$ cat config.mk
export PLATFORM = sky130hd
export DESIGN_NAME = enc_sample_sched
export DESIGN_NICKNAME = d
export VERILOG_FILES = /design/src/rtl/enc_sample_sched.sv
export SDC_FILE = /design/constraint.sdc
export NUM_CORES = 1
export LEC_CHECK = 0
export ABC_CLOCK_PERIOD_IN_PS = 5180
export BUFFER_PORTS_ARGS = -buffer_cell sky130_fd_sc_hd__buf_4
export CORE_UTILIZATION = 45
export CTS_BUF_LIST = sky130_fd_sc_hd__clkbuf_2 sky130_fd_sc_hd__clkbuf_4 sky130_fd_sc_hd__clkbuf_8
export CTS_CLUSTER_SIZE = 16
export DETAILED_ROUTE_END_ITERATION = 12
export PLACE_DENSITY = 0.74
export RECOVER_POWER = 100
export REMOVE_ABC_BUFFERS = 1
export SLEW_MARGIN = 20
export SYNTH_ARGS = -nofsm -noshare
export SYNTH_HDL_FRONTEND = slang
export SYNTH_SLANG_ARGS = --single-unit
$ cat constraint.sdc
create_clock -name clk -period 5.18 [get_ports clk]
set_clock_uncertainty 0.05 [all_clocks]
set_input_delay 0.259 -clock clk [delete_from_list [all_inputs] [get_ports clk]]
set_output_delay 0.259 -clock clk [all_outputs]
set_load 0.02 [all_outputs]
$ cat src/rtl/enc_sample_sched.sv
// Encoder sample scheduler: homes on the index pulse, then samples position every period and
// emits wrap-corrected velocity over a 1-deep valid/ready buffer, with overspeed/homing faults.
module enc_sample_sched #(
   parameter int unsigned WRAP_SPAN = 1048577,
   parameter int unsigned HOME_TO   = 100000000
) (
   input  logic        clk,
   input  logic        rst_n,
   input  logic        start,
   input  logic        abort,
   input  logic [31:0] pos_in,
   input  logic        z_pulse,
   input  logic [15:0] cfg_period,
   input  logic [19:0] cfg_vmax,
   output logic        out_valid,
   input  logic        out_ready,
   output logic [31:0] out_pos,
   output logic [31:0] out_vel,
   output logic        homed,
   output logic        busy,
   output logic        fault,
   output logic [1:0]  fault_code,
   output logic        overrun
);

   localparam int unsigned HW = (HOME_TO > 2) ? $clog2(HOME_TO) : 1;
   localparam logic [HW-1:0] HOME_LAST = HW'(HOME_TO - 1);
   localparam logic signed [32:0] SPAN = 33'(WRAP_SPAN);
   localparam logic signed [32:0] HALF = 33'(WRAP_SPAN / 2);

   typedef enum logic [1:0] {StIdle, StHoming, StRun, StFault} state_e;

   state_e             state_q, state_d;
   logic [HW-1:0]      hcnt_q, hcnt_d;
   logic [15:0]        pcnt_q, pcnt_d;
   logic [15:0]        per_q, per_d;
   logic [15:0]        per_cfg;
   logic               s_vld_q, s_vld_d;
   logic               d_vld_q, d_vld_d;
   logic [31:0]        s_pos_q, d_pos_q;
   logic [31:0]        pos_prev_q, pos_prev_d;
   logic signed [32:0] d_q;
   logic signed [32:0] d_corr;
   logic [32:0]        d_abs;
   logic               homed_q, homed_d;
   logic               busy_q, fault_q;
   logic [1:0]         fcode_q, fcode_d;
   logic               out_valid_q, out_valid_d;
   logic [31:0]        out_pos_q, out_pos_d;
   logic [31:0]        out_vel_q, out_vel_d;
   logic               overrun_q, overrun_d;
   logic               tick, overspeed, enter_run, flush, load;

   assign per_cfg = (cfg_period < 16'd2) ? 16'd2 : cfg_period;
   assign tick    = (state_q == StRun) && (pcnt_q == per_q - 16'd1);

   always_comb begin
      d_corr = d_q;
      if (d_q > HALF) begin
         d_corr = d_q - SPAN;
      end else if (d_q < -HALF) begin
         d_corr = d_q + SPAN;
      end
      d_abs = d_corr[32] ? 33'(-d_corr) : 33'(d_corr);
   end

   assign overspeed = d_vld_q && (d_abs > {13'd0, cfg_vmax});

   always_comb begin
      state_d    = state_q;
      hcnt_d     = hcnt_q;
      pcnt_d     = pcnt_q;
      per_d      = per_q;
      homed_d    = homed_q;
      fcode_d    = fcode_q;
      pos_prev_d = pos_prev_q;
      enter_run  = 1'b0;
      unique case (state_q)
         StIdle: begin
            if (start) begin
               if (homed_q) begin
                  state_d    = StRun;
                  pos_prev_d = pos_in;
                  enter_run  = 1'b1;
               end else begin
                  state_d = StHoming;
                  hcnt_d  = '0;
               end
            end
         end
         StHoming: begin
            if (z_pulse) begin
               homed_d    = 1'b1;
               pos_prev_d = '0;
               state_d    = StRun;
               enter_run  = 1'b1;
            end else if (hcnt_q == HOME_LAST) begin
               state_d = StFault;
               fcode_d = 2'b01;
            end else begin
               hcnt_d = hcnt_q + 1'b1;
            end
         end
         StRun: begin
            if (tick) begin
               pcnt_d = '0;
               per_d  = per_cfg;
            end else begin
               pcnt_d = pcnt_q + 16'd1;
            end
            if (overspeed) begin
               state_d = StFault;
               fcode_d = 2'b10;
            end
         end
         StFault: ;
         default: state_d = StIdle;
      endcase
      if (s_vld_q) begin
         pos_prev_d = s_pos_q;
      end
      if (enter_run) begin
         pcnt_d = '0;
         per_d  = per_cfg;
      end
      if (abort) begin
         state_d = StIdle;
         fcode_d = 2'b00;
         homed_d = homed_q;
      end
   end

   // A fault drops any sample still in flight so outputs hold while faulted.
   assign flush   = abort | overspeed;
   assign s_vld_d = tick & ~flush;
   assign d_vld_d = s_vld_q & ~flush;
   assign load    = d_vld_q & ~abort;

   always_comb begin
      out_valid_d = out_valid_q;
      out_pos_d   = out_pos_q;
      out_vel_d   = out_vel_q;
      overrun_d   = overrun_q;
      if (abort) begin
         out_valid_d = 1'b0;
         overrun_d   = 1'b0;
      end else if (load) begin
         if (out_valid_q && !out_ready) begin
            overrun_d = 1'b1;
         end
         out_valid_d = 1'b1;
         out_pos_d   = d_pos_q;
         out_vel_d   = d_corr[31:0];
      end else if (out_valid_q && out_ready) begin
         out_valid_d = 1'b0;
      end
   end

   always_ff @(posedge clk or negedge rst_n) begin
      if (!rst_n) begin
         state_q     <= StIdle;
         hcnt_q      <= '0;
         pcnt_q      <= '0;
         per_q       <= 16'd2;
         s_vld_q     <= 1'b0;
         d_vld_q     <= 1'b0;
         s_pos_q     <= '0;
         d_pos_q     <= '0;
         pos_prev_q  <= '0;
         d_q         <= '0;
         homed_q     <= 1'b0;
         busy_q      <= 1'b0;
         fault_q     <= 1'b0;
         fcode_q     <= 2'b00;
         out_valid_q <= 1'b0;
         out_pos_q   <= '0;
         out_vel_q   <= '0;
         overrun_q   <= 1'b0;
      end else begin
         state_q     <= state_d;
         hcnt_q      <= hcnt_d;
         pcnt_q      <= pcnt_d;
         per_q       <= per_d;
         s_vld_q     <= s_vld_d;
         d_vld_q     <= d_vld_d;
         pos_prev_q  <= pos_prev_d;
         homed_q     <= homed_d;
         busy_q      <= (state_d == StHoming) || (state_d == StRun);
         fault_q     <= (state_d == StFault);
         fcode_q     <= fcode_d;
         out_valid_q <= out_valid_d;
         out_pos_q   <= out_pos_d;
         out_vel_q   <= out_vel_d;
         overrun_q   <= overrun_d;
         if (tick) begin
            s_pos_q <= pos_in;
         end
         if (s_vld_q) begin
            d_q     <= $signed({s_pos_q[31], s_pos_q}) - $signed({pos_prev_q[31], pos_prev_q});
            d_pos_q <= s_pos_q;
         end
      end
   end

   assign out_valid  = out_valid_q;
   assign out_pos    = out_pos_q;
   assign out_vel    = out_vel_q;
   assign homed      = homed_q;
   assign busy       = busy_q;
   assign fault      = fault_q;
   assign fault_code = fcode_q;
   assign overrun    = overrun_q;

endmodule

======== Word-level counts from Yosys, hierarchy flattened ========
Cells that the tools add are included.
cells by class
  reductions and logical operators ........ 22
  muxes and demuxes ....................... 42
  eq/ne operators ......................... 17
  $lt $le $gt $ge ......................... 4
  bitwise gates (word level) .............. 6
  add/sub/neg operators ................... 7
operator list
  cell                                                                    count
  32-bit 2-to-1 mux                                                       4
  16-bit 2-to-1 mux                                                       7
  27-bit 2-to-1 mux                                                       4
  33-bit 2-to-1 mux                                                       3
  32-bit case mux with 2 select lines                                     1
  27-bit case mux with 2 select lines                                     1
  33-bit by 22-bit adder with 33-bit output, second input constant        1
  33-bit by 20-bit > comparator with 1-bit output                         1
  33-bit by 21-bit > comparator with 1-bit output, second input constant  1
  33-bit by 20-bit < comparator with 1-bit output, second input constant  1
  33-bit negation                                                         1
  32-bit by 32-bit subtractor with 33-bit output                          1
  33-bit by 22-bit subtractor with 33-bit output, second input constant   1
  27-bit by 1-bit adder with 27-bit output, second input constant         1
  27-bit == test, second input constant                                   1
  2-bit 2-to-1 mux                                                        10
  3-bit != test, second input constant                                    6
  16-bit by 1-bit adder with 16-bit output, second input constant         1
  16-bit == test                                                          1
  16-bit by 2-bit < comparator with 1-bit output, second input constant   1
  16-bit by 1-bit subtractor with 16-bit output, second input constant    1
  2-bit nonzero test                                                      5
  1-bit 2-to-1 mux                                                        9
  3-bit nonzero test                                                      3
  other kinds (17)                                                        32
word-level totals
  bits in registers ....................... 263
  bits of input ports ..................... 74
  word-level logic and storage cells ...... 116
  output and inout port bits .............. 71

======== Logic depth before layout (Yosys ltp) ========
  word-level depth ........................ 12
  mapped depth ............................ 27
  mapped depth without buffers ............ 25

======== Worst setup path after synthesis ========
Ideal clock, no wire load.
  path type ............................... register to register
  from .................................... register d_q[3]
  to ...................................... register busy_q (netlist: busy)
  arrival time ............................ 5,499 ps
  cell stages (with the launch flop) ...... 26
  library setup time ...................... 126 ps
  data required time ...................... 5,004 ps
  slack ................................... -495 ps
  clock period less this slack ............ 5,675 ps
  buffers on the path ..................... 3
  path through ............................ dfrtp_1 buf_2 and4_1 nand4_2 or4_1 mux2_2 o31a_1 a21oi_2 buf_2 buf_1 a21oi_1 xnor2_1 ha_1 a21o_1 a21o_1 a21o_1 a21oi_1 nor2b_1 o211ai_1 nand4_1 o21ai_0 o311ai_1 nor4_2 a41oi_2 a311o_1 ha_1
on the way
  cells in the longest elaborated chain, start to end .. 12
  elaborated cells on any way between the ends .. 16
  those cells by class .................... add/sub: 3; order compare: 3; eq/ne: 2; mux: 6; reduce/logical: 2
RTL lines
  what                                                                                                          RTL line  source
  start, declared                                                                                               42        logic signed [32:0] d_q;
  start signal, assigned                                                                                        199       d_q <= $signed({s_pos_q[31], s_pos_q}) - $signed({pos_prev_q[31], pos_prev_q});
  33-bit by 22-bit adder with 33-bit output or 33-bit by 20-bit < comparator with 1-bit output (tied branches)  62, 61
  33-bit 2-to-1 mux                                                                                             61        end else if (d_q < -HALF) begin
  33-bit 2-to-1 mux *                                                                                           59        if (d_q > HALF) begin
  33-bit negation                                                                                               64        d_abs = d_corr[32] ? 33'(-d_corr) : 33'(d_corr);
  33-bit 2-to-1 mux *                                                                                           64
  33-bit by 20-bit > comparator with 1-bit output *                                                             67        assign overspeed = d_vld_q && (d_abs > {13'd0, cfg_vmax});
  1-bit logical AND *                                                                                           67
  2-bit 2-to-1 mux *                                                                                            111       if (overspeed) begin
  2-bit case mux with 3 select lines *                                                                          78        unique case (state_q)
  2-bit 2-to-1 mux *                                                                                            126       if (abort) begin
  named net state_d[0]                                                                                          33        state_e state_q, state_d;
  2-bit by 1-bit == test with 1-bit output or 2-bit == test (tied branches)                                     188       busy_q <= (state_d == StHoming) || (state_d == StRun);
  1-bit logical OR *                                                                                            188
  end signal, assigned                                                                                          188
  end, declared                                                                                                 46        logic busy_q, fault_q;
Mark *: on every way through the listed nets, which the timed path passes. The rest lies on a longest branch.
A chain may end at the register's enable or synchronous reset.

======== Final worst setup path ========
  from .................................... register d_q[23]
  to ...................................... register busy_q (netlist: busy)
Same word-level chain as after synthesis.

==> metrics.md <==
| Metric | Value |
|---|---|
| Count of buffer and inverter cells on the critical path | 2 |
| All-layer global routing usage | 23.4% |
| CTS root buf | clkbuf_8 |
| # clock sinks | 263 |
| Met2 layer usage reported by global route | 39.2% |
| Synthesis Warnings | 0 |
| Min-delay src | start |
| Leakage power | 9.19 nW |
| Global routing's busiest layer | met2 |
| Most repeated cell in the gate-level netlist after synthesis | dfrtp_1 |
| Place WS | -0.552 ns |
| Setup repair after global routing missed its margin | true |
| Synthesized instance count | 1672 |
| Cell type with the highest aggregate area in the netlist | dfrtp_1 |
| Headroom to the max-slew limit | -88.7% |
| Post-DRT Antenna Nets | 0 |
| Number of violations reported at the end of detailed-routing iteration 0 | 749 |
| Met1 capacity usage during global routing | 31.4% |
| Xor/xnor cell area share of the yosys netlist | 7.04% |
| Slack of the worst reg-to-reg path | -0.45 ns |
| Outcome | finished, violations left |
| Final number of hold-violating endpoints | 0 |
| Wirelength per Cell | 16.2 µm |
| Worst hold margin | 0.246 ns |
| Failing checks | capacitance limit, slew limit, setup timing |
| Complex-gate fraction of the synthesized area | 16.0% |
| Die Footprint | 35200 µm² |
| Fraction of layout cells with a size suffix above 1 | 22.6% |
| Shortest period the worst path allows | 5.63 ns |
| Synth cell count leaders | 262 x dfrtp_1, 175 x nand2_1, 169 x o21ai_0 |
| Adder-cell share of the synthesized area | 4.97% |
| Worst-skew pair later-pin latency | 0.62 ns |
| Top cells by area in the synthesized netlist | dfrtp_1 42%, o21ai_0 5.5%, ha_1 4.8% |
| Drt total wl | 40600 µm |
| Final worst-path setup slack | -0.452 ns |
| Cell area after placement | 18200 µm² |
| Initial antenna violation count | 0 |
| Total vias in the final route | 13600 |
| Main combinational cell family by area after synthesis | simple AND/OR/NAND/NOR gates |
| Maximum single-stage delay on the critical path | 0.58 ns |
| Port Buf Inserts | 144 |
| Most frequent cell on the critical path | a21o_1 |
| Clock tree from TritonCTS | done |
| Final std cells w/o fill | 2505 |
| H-Tree Level Count | 2 |
| Worst Hold End | hcnt_q[2] |
| Average footprint of a synthesized cell | 9.27 µm² |
| Largest net degree at the start of global routing | 104 |
| Final period utilization | 109% |
| Setup crit start kind | flop |
| Post-route DRC violation count | 0 |
| Detail Placement HPWL | 29400 µm |
| Measured slew at the worst slew-check pin | 2.83 ns |
| Critical path's top delay family | compound AO/OA/AOI/OAI gates |
| Number of vias per cell after detailed routing | 5.43 |
| Placed instance count | 2361 |
| Worst reg2reg path endpoint | busy |
| Final TNS setup | -1.82 ns |
| Register-to-Register Path Depth | 25 |
| Synthesized cell area | 15500 µm² |
| Cells on Worst Hold Path | 4 |
| Sequential cell area fraction in the yosys report | 42.4% |
| Peak supply drop | 0.000284 V |
| CP Data Arrival Time | 6.09 ns |
| Proportion of register bits with asynchronous set or reset after synthesis | 100% |
| Count of pins on the block boundary | 145 |
| Final count of pins violating max slew | 328 |
| Mux cell area share after synthesis | 5.31% |
| Path category of the worst min-delay check | in -> reg |
| Number of filler instances in the final layout | 2987 |
| Slowest cell on the critical path | or4_4 |
| Area growth from synthesis to layout | 26.9% |
| Post-Layout Inst Area | 19700 µm² |
| Kind of critical path | reg -> reg |
| Core outline area | 33700 µm² |
| Count of antenna diodes in the layout | 0 |
| Congestion Overflow GR | 0 |
| Final GP Congestion | 0.932 |
| Row Count | 67 |
| Synthesis-stage register bit count | 263 |
| Post-Synth Simple-Gate Area | 19.2% |
| Die Y | 188 µm |
| CTS max path bufs | 3 |
| Number of max-capacitance violations reported | 4 |
| Finish-stage setup viols | 7 |
| Number of global-route vias before repair | 13600 |
| Crit. End Element | flop |
| Clock-pin transition on the worst setup and hold timing paths | 0.06 ns |
| Width of the chip | 188 µm |
| Maximum fanout count along the critical path | 3 |
| Highest attainable clock frequency | 178 MHz |
| Fraction of the core area covered by cells at the end of the flow | 58.4% |
| Number of synthesized flops with an enable pin | 0 |
| Initial DRT Pass Iterations | 5 |
| Source of the worst register-to-register timing path | d_q[23] |
| Power consumption | 6.35 mW |
| Dominant synthesized flop cell | dfrtp_1 |
| Global-route track usage on met3 | 3.69% |
| Required time reported for the critical path endpoint | 5.64 ns |
| Global-route wire length before repair | 67900 µm |
| Cts bufs inserted | 46 |
| Count of unique library cells instantiated by Yosys | 88 |
| Total power divided by cell area | 323 nW/µm² |
| Starting Density | 46.0% |
| Layout Nets | 2162 |
| Fraction of synthesized cell area taken by the top area cell type | 42.3% |
cell usage in the layout, fill, tap and decap left out, drive strengths merged, types with 10 or more instances in the layout:
master	instances
nand4	34
dfrtp	262
inv	112
o21ai	169
xnor2	65
clkbuf	146
and2	17
nor4b	11
or3	10
dlygate4sd3	54
a31oi	15
buf	251
and3	60
a21o	18
nor4	23
ha	60
o31ai	10
a21oi	91
xor2	58
nor2b	18
nor3	35
nand3	42
mux2	66
nand2	175
nor2	100
per-layer routing:
layer | vias up | share of wire (%)
met2 | 282 | 48
met1 | 6636 | 46
met5 | - | 0
met3 | 54 | 4.3
li1 | 6622 | -
met4 | 0 | 1.8
sequential cells by signal, indices dropped and copies added (netlist names):
signal / cells
d_q: 33
d_pos_q: 32
out_pos: 32
out_vel: 32
pos_prev_q: 32
s_pos_q: 32
hcnt_q: 27
pcnt_q: 16
per_q: 16
fault_code: 2
state_q: 2
busy: 1
d_vld_q: 1
fault: 1
homed: 1
out_valid: 1
overrun: 1
s_vld_q: 1
kinds of logic (layout without fill, tap and decap cells):
logic type | after synthesis | count (layout)
AO/OA/AOI/OAI | 397 | 397
XOR/XNOR | 123 | 123
adder cells (fa/ha/maj) | 61 | 61
buffers and inverters | 189 | 574
flip-flops | 263 | 263
multiplexers | 74 | 74
AND/OR/NAND/NOR | 565 | 565
worst register-to-register path: cells and delay by family (launching register included):
kind	cells	cell delay, ns
xor+xnor	1	0.13
buf+inv	2	0.27
simple gates	8	1.70
compound gates	12	2.46
flops	1	0.37
fa+ha+maj	2	0.55
cell type report:
type / instances / area, µm² / area share [%]
clock buffer: 65 / 851 / 4.32
clock inverter: 13 / 208 / 1.06
timing repair buffer: 386 / 2760 / 14.0
inverter: 110 / 413 / 2.10
sequential: 263 / 6580 / 33.5
tap: 448 / 561 / 2.85
multi-input combinational: 1220 / 8300 / 42.2
worst max path at each step:
stage / startpoint / cells past startpoint / to
5_1_grt: d_q[25] / 24 / busy
3_5_place_dp: d_q[25] / 24 / busy
6_report: d_q[23] / 25 / busy
3_3_place_gp: d_q[24] / 24 / busy
2_1_floorplan: d_q[11] / 21 / busy
4_1_cts: d_q[23] / 25 / busy
where the power goes:
part / total (mW) / switching (mW) / internal, mW
combinational: 1.69 / 0.911 / 0.778
clock: 2.20 / 0.886 / 1.31
sequential: 2.46 / 0.195 / 2.27
total: 6.35 / 1.99 / 4.36
timing repair:
| item | 4_1_cts | 5_1_grt |
|---|---|---|
| resized for setup | 17 | 14 |
| setup buffers | 8 | 5 |
| gates cloned | 0 | 0 |
| pin swaps | 16 | 19 |
| hold endpoints to repair | 181 | 0 |
| hold buffers | 54 | 0 |
| setup endpoints to repair | 7 | 7 |
Note: power is estimated with default switching activity, not from simulation.
